==> config.mk <==
export PLATFORM = sky130hd
export DESIGN_NAME = i2c_fifo_tx
export DESIGN_NICKNAME = d
export VERILOG_FILES = /design/src/rtl/i2c_pkg.sv /design/src/rtl/i2c_quarter_tick.sv /design/src/rtl/i2c_fifo_tx.sv
export SDC_FILE = /design/constraint.sdc
export NUM_CORES = 1
export LEC_CHECK = 0
export BUFFER_PORTS_ARGS = -buffer_cell sky130_fd_sc_hd__buf_4
export CAP_MARGIN = 20
export CORE_UTILIZATION = 35
export CTS_CLUSTER_DIAMETER = 80
export DETAILED_ROUTE_END_ITERATION = 8
export GPL_ROUTABILITY_DRIVEN = 1
export PLACE_DENSITY_LB_ADDON = 0.08
export SLEW_MARGIN = 10
export SYNTH_ARGS = -nofsm -noshare
export SYNTH_HDL_FRONTEND = slang
export SYNTH_HIERARCHICAL = 1
export SYNTH_SLANG_ARGS = --single-unit
==> constraint.sdc <==
create_clock -name CLK_IW -period 2.45 [get_ports CLK_IW]
set_input_delay 0.245 -clock CLK_IW [delete_from_list [all_inputs] [get_ports CLK_IW]]
set_output_delay 0.245 -clock CLK_IW [all_outputs]
set_load 0.05 [all_outputs]
==> src/rtl/i2c_pkg.sv <==
// Shared definitions for the I2C FIFO transmit engine: command-word field
// positions, FSM state encoding and the default SCL quarter-period length.
package i2c_pkg;

    localparam int unsigned DATA_LEN_DEF = 15;
    localparam int unsigned QUARTER_DEF  = 250;

    localparam int unsigned START_BIT = 14;
    localparam int unsigned STOP_BIT  = 13;
    localparam int unsigned BYTE_MSB  = 7;

    typedef enum logic [2:0] {
        ST_IDLE  = 3'd0,
        ST_FETCH = 3'd1,
        ST_LATCH = 3'd2,
        ST_START = 3'd3,
        ST_BIT   = 3'd4,
        ST_ACK   = 3'd5,
        ST_STOP  = 3'd6,
        ST_WAIT  = 3'd7
    } state_e;

    // States that step through SCL quarters and need the quarter tick.
    function automatic logic is_phase(input state_e s);
        return (s == ST_START) || (s == ST_BIT) || (s == ST_ACK) || (s == ST_STOP);
    endfunction

endpackage

==> src/rtl/i2c_quarter_tick.sv <==
// SCL quarter-period timer: counts QUARTER cycles per quarter and steps a
// 2-bit quarter index; tick_o is high in the last cycle of each quarter.
module i2c_quarter_tick
    import i2c_pkg::*;
#(
    parameter int unsigned QUARTER = QUARTER_DEF
) (
    input  logic       clk_i,
    input  logic       rst_n_i,
    input  logic       en_i,
    input  logic       restart_i,
    output logic       tick_o,
    output logic [1:0] qidx_o
);

    localparam int unsigned CW = (QUARTER > 1) ? $clog2(QUARTER) : 1;

    logic [CW-1:0] cnt_q, cnt_d;
    logic [1:0]    qidx_q, qidx_d;
    logic          tick_q, tick_d;

    // Tick is registered by looking at the next count, so it lines up with cnt_q == QUARTER-1.
    always_comb begin
        cnt_d  = cnt_q;
        qidx_d = qidx_q;
        if (restart_i || !en_i) begin
            cnt_d  = '0;
            qidx_d = '0;
        end else if (cnt_q == CW'(QUARTER - 1)) begin
            cnt_d  = '0;
            qidx_d = qidx_q + 2'd1;
        end else begin
            cnt_d  = cnt_q + CW'(1);
        end
        tick_d = (cnt_d == CW'(QUARTER - 1));
    end

    always_ff @(posedge clk_i) begin
        if (!rst_n_i) begin
            cnt_q  <= '0;
            qidx_q <= '0;
            tick_q <= 1'b0;
        end else begin
            cnt_q  <= cnt_d;
            qidx_q <= qidx_d;
            tick_q <= tick_d;
        end
    end

    assign tick_o = tick_q;
    assign qidx_o = qidx_q;

endmodule

==> src/rtl/i2c_fifo_tx.sv <==
// I2C master transmit engine draining a command FIFO onto SCL/SDA.
// Define NACK_ABORT_EN to force STOP on NACK and flush words up to the next START.
module i2c_fifo_tx
    import i2c_pkg::*;
#(
    parameter int unsigned DATA_LEN = DATA_LEN_DEF,
    parameter int unsigned QUARTER  = QUARTER_DEF
) (
    input  logic                CLK_IW,
    input  logic                RST_IW,
    input  logic                EMPTY_IW,
    input  logic [DATA_LEN-1:0] DATA_IN_I,
    output logic                READ_EN_OW,
    output logic                SCL_OW,
    output logic                SDA_OE_OW,
    input  logic                SDA_IW,
    output logic                BUSY_OW,
    output logic                NACK_OR
);

    state_e              state_q, state_d;
    logic [BYTE_MSB:0]   byte_q, byte_d;
    logic                stop_q, stop_d;
    logic                rep_q, rep_d;
    logic [2:0]          bit_cnt_q, bit_cnt_d;
    logic                scl_q, scl_d;
    logic                sda_oe_q, sda_oe_d;
    logic                busy_q, busy_d;
    logic                nack_q, nack_d;
    logic                rd_en_q, rd_en_d;

    logic                tick;
    logic [1:0]          qidx;
    logic                last_c;
    logic                abort_c;
    logic                unused_rsvd;

    assign unused_rsvd = ^DATA_IN_I[STOP_BIT-1:BYTE_MSB+1];

    i2c_quarter_tick #(
        .QUARTER(QUARTER)
    ) u_tick (
        .clk_i    (CLK_IW),
        .rst_n_i  (RST_IW),
        .en_i     (is_phase(state_q)),
        .restart_i(is_phase(state_d) && (state_d != state_q)),
        .tick_o   (tick),
        .qidx_o   (qidx)
    );

    assign last_c = tick && (qidx == 2'd3);

`ifdef NACK_ABORT_EN
    assign abort_c = nack_q;
`else
    assign abort_c = 1'b0;
`endif

    // State register plus registered outputs and datapath.
    always_ff @(posedge CLK_IW) begin
        if (!RST_IW) begin
            state_q   <= ST_IDLE;
            byte_q    <= '0;
            stop_q    <= 1'b0;
            rep_q     <= 1'b0;
            bit_cnt_q <= 3'd7;
            scl_q     <= 1'b1;
            sda_oe_q  <= 1'b0;
            busy_q    <= 1'b0;
            nack_q    <= 1'b0;
            rd_en_q   <= 1'b0;
        end else begin
            state_q   <= state_d;
            byte_q    <= byte_d;
            stop_q    <= stop_d;
            rep_q     <= rep_d;
            bit_cnt_q <= bit_cnt_d;
            scl_q     <= scl_d;
            sda_oe_q  <= sda_oe_d;
            busy_q    <= busy_d;
            nack_q    <= nack_d;
            rd_en_q   <= rd_en_d;
        end
    end

    always_comb begin
        state_d = state_q;
        case (state_q)
            ST_IDLE:  if (!EMPTY_IW) state_d = ST_FETCH;
            ST_FETCH: state_d = ST_LATCH;
            ST_LATCH: begin
                if (DATA_IN_I[START_BIT]) state_d = ST_START;
                else if (busy_q)          state_d = ST_BIT;
                else                      state_d = ST_IDLE;
            end
            ST_START: if (last_c) state_d = ST_BIT;
            ST_BIT:   if (last_c && (bit_cnt_q == 3'd0)) state_d = ST_ACK;
            ST_ACK: begin
                if (last_c) begin
                    if (stop_q || abort_c) state_d = ST_STOP;
                    else if (EMPTY_IW)     state_d = ST_WAIT;
                    else                   state_d = ST_FETCH;
                end
            end
            ST_STOP:  if (last_c) state_d = ST_IDLE;
            ST_WAIT:  if (!EMPTY_IW) state_d = ST_FETCH;
            default:  state_d = ST_IDLE;
        endcase
    end

    // Bus levels per state/quarter; values hold across FETCH and LATCH.
    always_comb begin
        scl_d     = scl_q;
        sda_oe_d  = sda_oe_q;
        busy_d    = busy_q;
        nack_d    = nack_q;
        rd_en_d   = (state_d == ST_FETCH);
        byte_d    = byte_q;
        stop_d    = stop_q;
        rep_d     = rep_q;
        bit_cnt_d = bit_cnt_q;
        case (state_q)
            ST_IDLE: begin
                scl_d    = 1'b1;
                sda_oe_d = 1'b0;
                busy_d   = 1'b0;
            end
            ST_LATCH: begin
                byte_d    = DATA_IN_I[BYTE_MSB:0];
                stop_d    = DATA_IN_I[STOP_BIT];
                rep_d     = busy_q;
                bit_cnt_d = 3'd7;
            end
            ST_START: begin
                busy_d = 1'b1;
                nack_d = 1'b0;
                if (rep_q) begin
                    if (qidx == 2'd0) begin
                        sda_oe_d = 1'b0;
                        scl_d    = 1'b0;
                    end
                    if (qidx == 2'd1) scl_d    = 1'b1;
                    if (qidx == 2'd2) sda_oe_d = 1'b1;
                    if (qidx == 2'd3) scl_d    = 1'b0;
                end else begin
                    if (qidx == 2'd0) begin
                        sda_oe_d = 1'b1;
                        scl_d    = 1'b1;
                    end
                    if (qidx == 2'd2) scl_d = 1'b0;
                end
            end
            ST_BIT: begin
                if (qidx == 2'd0) begin
                    scl_d    = 1'b0;
                    sda_oe_d = ~byte_q[bit_cnt_q];
                end
                if (qidx == 2'd1) scl_d = 1'b1;
                if (qidx == 2'd3) scl_d = 1'b0;
                if (last_c) bit_cnt_d = bit_cnt_q - 3'd1;
            end
            ST_ACK: begin
                if (qidx == 2'd0) begin
                    scl_d    = 1'b0;
                    sda_oe_d = 1'b0;
                end
                if (qidx == 2'd1) scl_d = 1'b1;
                if ((qidx == 2'd2) && tick && SDA_IW) nack_d = 1'b1;
                if (qidx == 2'd3) scl_d = 1'b0;
            end
            ST_STOP: begin
                if (qidx == 2'd0) begin
                    scl_d    = 1'b0;
                    sda_oe_d = 1'b1;
                end
                if (qidx == 2'd1) scl_d    = 1'b1;
                if (qidx == 2'd2) sda_oe_d = 1'b0;
            end
            ST_WAIT: begin
                scl_d    = 1'b0;
                sda_oe_d = 1'b0;
            end
            default: ;
        endcase
    end

    assign READ_EN_OW = rd_en_q;
    assign SCL_OW     = scl_q;
    assign SDA_OE_OW  = sda_oe_q;
    assign BUSY_OW    = busy_q;
    assign NACK_OR    = nack_q;

endmodule

==> metrics, run 1 <==
status finished clean; netlist area before placement 1920 µm²; Design Area, Final 2350 µm²; internal power 0.962 mW; kind of start point of the critical path register; vias after detailed routing 1704; Port Buf Inserts 18; post-route minimum period 2290 ps; share of post-route cells with drive strength above 1 0.254; Hold Crit Depth 3; full die area 5790 µm²; Synth Register Bits 32; Worst setup EP type register; largest net degree at the start of global routing 23; HPWL Detailed 3.22 mm; grt total ovfl 0; largest cells by area after synthesis dfxtp_1 (33%), nand2_1 (7.0%), a21boi_0 (4.3%); area grow syn2layout 22.5%; Flop pwr share 0.439; skew final 5.76 ps; core footprint 5200 µm²; Async SR Flop Fraction 0; Worst-path clk slew 70 ps; Synth top area share 0.334; setup TNS 0 ps; fin crit share 0.936; post-synth top area cell dfxtp_1; Worst Path Required 2650 ps; unrepaired setup endpoints after global routing no; antenna violations before repair 0; Ys Warns 6; Final #Nets 286; PD cells 533 nW/µm²; Post-synth EDFFs 0; critical path peak fanout 3; die height 76.1 µm; max frequency 436 MHz; max_cap viols 0; Clock Sinks 32; met2 Use GR 0.273; most frequent cells in the layout buf_4 (40), nand2_1 (36), dfxtp_1 (28); Max H-tree Level 2; initial core utilization 0.369; DR pass1 iterations 4; CTS root buf clkbuf_8; fin. max-slew vios 0; Vias per Instance 5.10; number of buffers created by CTS 5; initial DRC count 96; Die X 76.1 µm; peak supply drop 0.333 mV; Crit path arrival time 2500 ps; commonest non-fill, non-tap cell in the layout buf_4; post-synthesis sequential area ratio 0.334; FF-to-FF path depth 11; syn_area_per_cell 8.35 µm²; Final setup viols 0; sw power 0.293 mW; TritonCTS clock tree built; first-pass GRT wire length 7.85 mm; CTS Buffer Depth 2; number of setup buffers added after CTS 0; Slew Limit Headroom 0.675; Comb power frac 0.116; worst hold path class in -> reg; syn_nets 253; detailed-route wire length 4.41 mm; Non-Filler Instances 334; dpl cells 326; Leakage 0.929 nW; vias in the first global route 1702; DRC 0; Worst-Skew Late Latency 280 ps; Ports 24; Netlist cell types 56; Setup CP Type reg -> reg; Worst Max-Slew Pin Slew 488 ps; Top FF cell, synth dfxtp_1; final count of hold timing violations 0; M3 GR Usage 0.0359; Ant. Diodes 0; Tot GR Track Use 0.168; CTS Hold Buffers Added 0; Clk pwr share 0.446; Pwr Total 1.25 mW; Cell Rows 26; most used routing layer met2; Synth Instances 230; antenna violation net count after detailed routing 0; switching part of the total 0.233; met1 global-route usage 0.212; DR WL/cell 13.2 µm; RD Place Congestion 0.798; Placed Area 2210 µm²
-- flip-flops by register name (all words and copies together), names as in the netlist, named ones only --
register       flops
u_tick/qidx_o      2
READ_EN_OW         1
rep_q              1
u_tick/cnt_q       8
bit_cnt_q          3
state_q            3
BUSY_OW            1
NACK_OR            1
SCL_OW             1
stop_q             1
u_tick/tick_o      1
byte_q             8
-- cell families (layout without fill, tap and decap cells) --
family                     Yosys count  count (layout)  share of synthesized area
AOI/OAI and AO/OA                   55              55                      0.212
xor gates and xnor gates            10              10                     0.0456
adders and majority gates            4               4                     0.0261
buffers and inverters               23              57                     0.0704
DFF                                 32              32                      0.334
muxes                                5               5                     0.0332
and+or+nand+nor                    101             101                      0.279
-- power groups by stage --
stage / clock (mW) / combinational [mW] / sequential (mW)
6_report: 0.559 / 0.145 / 0.551
5_1_grt: 0.599 / 0.161 / 0.553
4_1_cts: 0.581 / 0.145 / 0.550
3_5_place_dp: 0 / 0.144 / 0.562
3_3_place_gp: 0 / 0.144 / 0.562
2_1_floorplan: 0 / 0.0846 / 0.569
-- cells in the mapped netlist, types with 2 or more instances --
cell      number
o221ai_2       2
and3_1         2
buf_4          5
a21o_1         2
nor2_1        18
o21a_1         2
xnor2_1        5
xor2_1         5
nor2b_1        8
inv_1          8
clkbuf_1       3
mux2i_1        3
a31oi_1        4
o21ai_0       10
o221ai_1       2
nand3_1        5
a21oi_1        9
buf_2          3
nand2b_1       6
a21boi_0      11
and2_1         3
nor4_1         4
ha_1           4
buf_6          2
nor3_1         4
nand2_1       36
nor3b_1        2
dfxtp_1       32
nand4_1        3
-- stage by stage --
stage / utilization / setup WS, ps / hold slack [ps]
floorplan: - / 46.3 / 387
global placement: 0.424 / -21.1 / 453
detailed placement: 0.424 / -35.2 / 457
CTS: 0.449 / 7.08 / 204
global route: 0.452 / 18.6 / 227
finish: 0.452 / 157 / 213
-- layer usage --
metal,part of all wire,vias to the layer above
met5,0,-
met4,0.026,0
met3,0.028,10
met2,0.47,29
met1,0.47,794
li1,-,871
-- critical path, cell delays in order (launching register included) --
cell      delay, ps
dfxtp_1         330
inv_1            70
ha_1            190
nor2b_1         150
o21ai_0         160
o32a_1          150
o221ai_1        100
mux2_1          340
nor2b_4         160
o311ai_4        120
a311o_1         350
nor4_2          110
-- path summary, 6_finish.rpt --
path / start / to / slack [ps]
worst min register to register: byte_q[6]$_SDFFE_PN0N_ / byte_q[6]$_SDFFE_PN0N_ / 460
worst min-delay path: DATA_IN_I[6] / byte_q[6]$_SDFFE_PN0N_ / 210
worst max register to register: bit_cnt_q[0]$_SDFFE_PN1P_ / u_tick/tick_o$_SDFF_PN0_ / 160
worst max-delay path: bit_cnt_q[0]$_SDFFE_PN1P_ / u_tick/tick_o$_SDFF_PN0_ / 160
-- timing repair --
| item | in CTS | in global routing |
|---|---|---|
| pin swaps | 0 | 0 |
| setup endpoints to repair | 1 | 1 |
| gates resized for setup | 1 | 8 |
-- final cells by class --
cell class,count,area (µm²)
Multi-Input combinational cell,175,1160
Tap cell,70,87.6
Inverter,9,33.8
Clock buffer,7,96.3
Sequential cell,32,646
Clock inverter,1,30.0
Timing Repair Buffer,40,300
Fill cell,538,2850
No activity file was read; power rests on OpenSTA's default activity.
==> inputs of run 2 (changes only) <==
Clock period 2.45 ns to 2.1 ns, I/O delays scaled along.
==> run 2 against run 1 <==
  * The run now ends with setup timing left
  * Flip-flop and latch count did not move
  * Count of clock-buffer cells in the layout did not move
  * Setup slack got worse by 180 ps
  * Fmax rose by 8.2%
  * Combinational power rose by 26%
  * Sequential share of layout area fell by 1.2 points
  * Die area did not move
  * First-iteration DRC count rose by 5.2%
  * Routed wire length rose by 3.0%
  * Clock skew rose by 1.3 ps
  * Critical path depth fell by 3
  * Hold slack got worse by 34 ps
==> metrics, run 2 (synthesis gave the netlist of run 1 again) <==
WHS Endpoint byte_q[4]$_SDFFE_PN0N_; Worst Path Required 2300 ps (-350 ps); Port Buf Inserts 18 (unchanged); CTS Hold Buffers Added 0 (unchanged); Clk pwr share 0.445 (about the same); Final Hold Slack 179 ps (-34.5 ps); unrepaired setup endpoints after global routing yes; R2R setup slack -20 ps (-180 ps); sw power 0.353 mW (+21%); Vias per Instance 4.98 (-2.3%); R2R Path End u_tick/tick_o$_SDFF_PN0_; peak supply drop 0.330 mV (-1.0%); metal3 WL 166 µm (+34%); worst hold path class in -> reg; critical path peak fanout 7 (+4); Max H-tree Level 2 (unchanged); vias after detailed routing 1734 (+1.8%); core footprint 5200 µm² (unchanged); CTS root buf clkbuf_8; HPWL Detailed 3.36 mm (+4.4%); DRC 0 (unchanged); FF-to-FF path depth 8 (-3); Clock Sinks 32 (unchanged); setup TNS -19.5 ps (-19.5 ps); Hold Crit Depth 3 (unchanged); routed wl met2 2.05 mm (-1.4%); initial core utilization 0.369 (unchanged); number of buffers created by CTS 5 (unchanged); Final setup viols 1 (+1); failing checks setup timing; post-layout util 0.479 (+0.0269); fin crit share 1.01 (+0.0732); antenna violation net count after detailed routing 0 (unchanged); PD cells 595 nW/µm² (+12%); Leakage 1.00 nW (+7.6%); Ant. Diodes 0 (unchanged); Multi-input gate area 1190 µm² (+2.4%); TritonCTS clock tree built; Layout fillers 535 (-0.56%); Worst-Skew Late Latency 290 ps (about the same); first-pass GRT wire length 7.94 mm (+1.1%); vias in the first global route 1712 (+0.59%); full die area 5790 µm² (unchanged); most frequent cells in the layout buf_4 (54), nand2_1 (36), dfxtp_1 (24); die height 76.1 µm (unchanged); Crit path arrival time 2320 ps (-180 ps); detailed-route wire length 4.54 mm (+3.0%); Die X 76.1 µm (unchanged); kind of start point of the critical path register; Setup CP Type reg -> reg; DR WL/cell 13.0 µm (-1.1%); area grow syn2layout 29.8%; Largest regs byte_q: 8 flops, u_tick/cnt_q: 8 flops; Ports 24 (unchanged); status complete, but fails checks; fin. max-slew vios 0 (unchanged); grt total ovfl 0 (unchanged); antenna violations before repair 0 (unchanged); reg-to-reg startpoint state_q[2]$_SDFF_PN0_; skew final 7.06 ps (+1.30 ps); WL met1 2.23 mm (+7.0%); RD Place Congestion 0.785 (-1.7%); Cell Rows 26 (unchanged); Tot GR Track Use 0.171 (+0.00373); Worst setup EP type register; max frequency 472 MHz (+8.2%); Worst-path clk slew 70 ps (about the same); CTS Buffer Depth 2 (unchanged); register area 653 µm² (+1.2%); post-layout worst setup margin -19.5 ps (-176 ps); commonest non-fill, non-tap cell in the layout buf_4; Final #Nets 300 (+4.9%); internal power 1.13 mW (+17%); critical hold path startpoint DATA_IN_I[4]; post-route minimum period 2120 ps (-174 ps); Slew Limit Headroom 0.691 (+0.0159); largest net degree at the start of global routing 23 (unchanged); Worst Max-Slew Pin Slew 464 ps (-23.9 ps); switching part of the total 0.238 (+0.00476); highest metal used met4; final count of hold timing violations 0 (unchanged); Comb power frac 0.124 (+0.008); Flop pwr share 0.432 (-0.007); share of post-route cells with drive strength above 1 0.324 (+0.0700); max_cap viols 0 (unchanged); initial DRC count 101 (+5.2%); DR pass1 iterations 4 (unchanged)
[run 2: what timing repair did]
| action | in CTS | in global routing |
|---|---|---|
| pin swaps | 1 | 0 |
| gates resized for setup | 7 | 5 |
| endpoints found under the setup margin | 1 | 9 |
| setup buffers | 1 | 0 |
[run 2: metrics by stage]
| stage | std cells | area (µm²) | total power [mW] | setup slack (ps) |
|---|---|---|---|---|
| floorplan | 230 | 1960 | 0.764 | -33.1 |
| global placement | 339 | 2330 | 0.832 | -110 |
| detailed placement | 339 | 2330 | 0.831 | -129 |
| CTS | 348 | 2470 | 1.50 | -34.0 |
| global route | 348 | 2490 | 1.55 | -155 |
| finish | 348 | 2490 | 1.48 | -19.5 |
[run 2: power by group through the flow]
stage	logic, mW	clock network [mW]	registers [mW]
2_1_floorplan	0.101	0	0.663
5_1_grt	0.201	0.711	0.643
4_1_cts	0.181	0.679	0.639
3_3_place_gp	0.178	0	0.653
3_5_place_dp	0.178	0	0.654
6_report	0.183	0.659	0.640
[run 2: routing by layer]
metal | GRT usage | vias up
li1 | - | 900
met1 | 0.219 | 782
met2 | 0.279 | 44
met3 | 0.0299 | 8
met4 | 0.0808 | 0
met5 | 0 | -
[run 2: final cells by class]
cell class / count / area share
tap: 70 / 0.0351
inverter: 9 / 0.0135
clock inverter: 1 / 0.0120
clock buffer: 7 / 0.0386
sequential: 32 / 0.262
multi-input combinational: 175 / 0.476
timing repair buffer: 54 / 0.163
[run 2: critical path: stages (launching register included)]
cell,delay [ps]
dfxtp_2,400
and2b_1,250
a31oi_1,250
o221ai_2,160
mux2_4,330
nor2b_4,140
o311ai_4,100
a311o_1,300
nor4_2,120
[run 2: worst max path at each step]
stage	from	end	slack (ps)	depth (start not counted)
5_1_grt	state_q[2]$_SDFF_PN0_	u_tick/tick_o$_SDFF_PN0_	-150	10
6_report	state_q[2]$_SDFF_PN0_	u_tick/tick_o$_SDFF_PN0_	-20	8
4_1_cts	bit_cnt_q[0]$_SDFFE_PN1P_	u_tick/tick_o$_SDFF_PN0_	-30	11
2_1_floorplan	u_tick/qidx_o[0]$_SDFFE_PP0P_	u_tick/tick_o$_SDFF_PN0_	-30	11
3_5_place_dp	state_q[1]$_SDFF_PN0_	u_tick/tick_o$_SDFF_PN0_	-130	10
3_3_place_gp	state_q[1]$_SDFF_PN0_	u_tick/tick_o$_SDFF_PN0_	-110	10
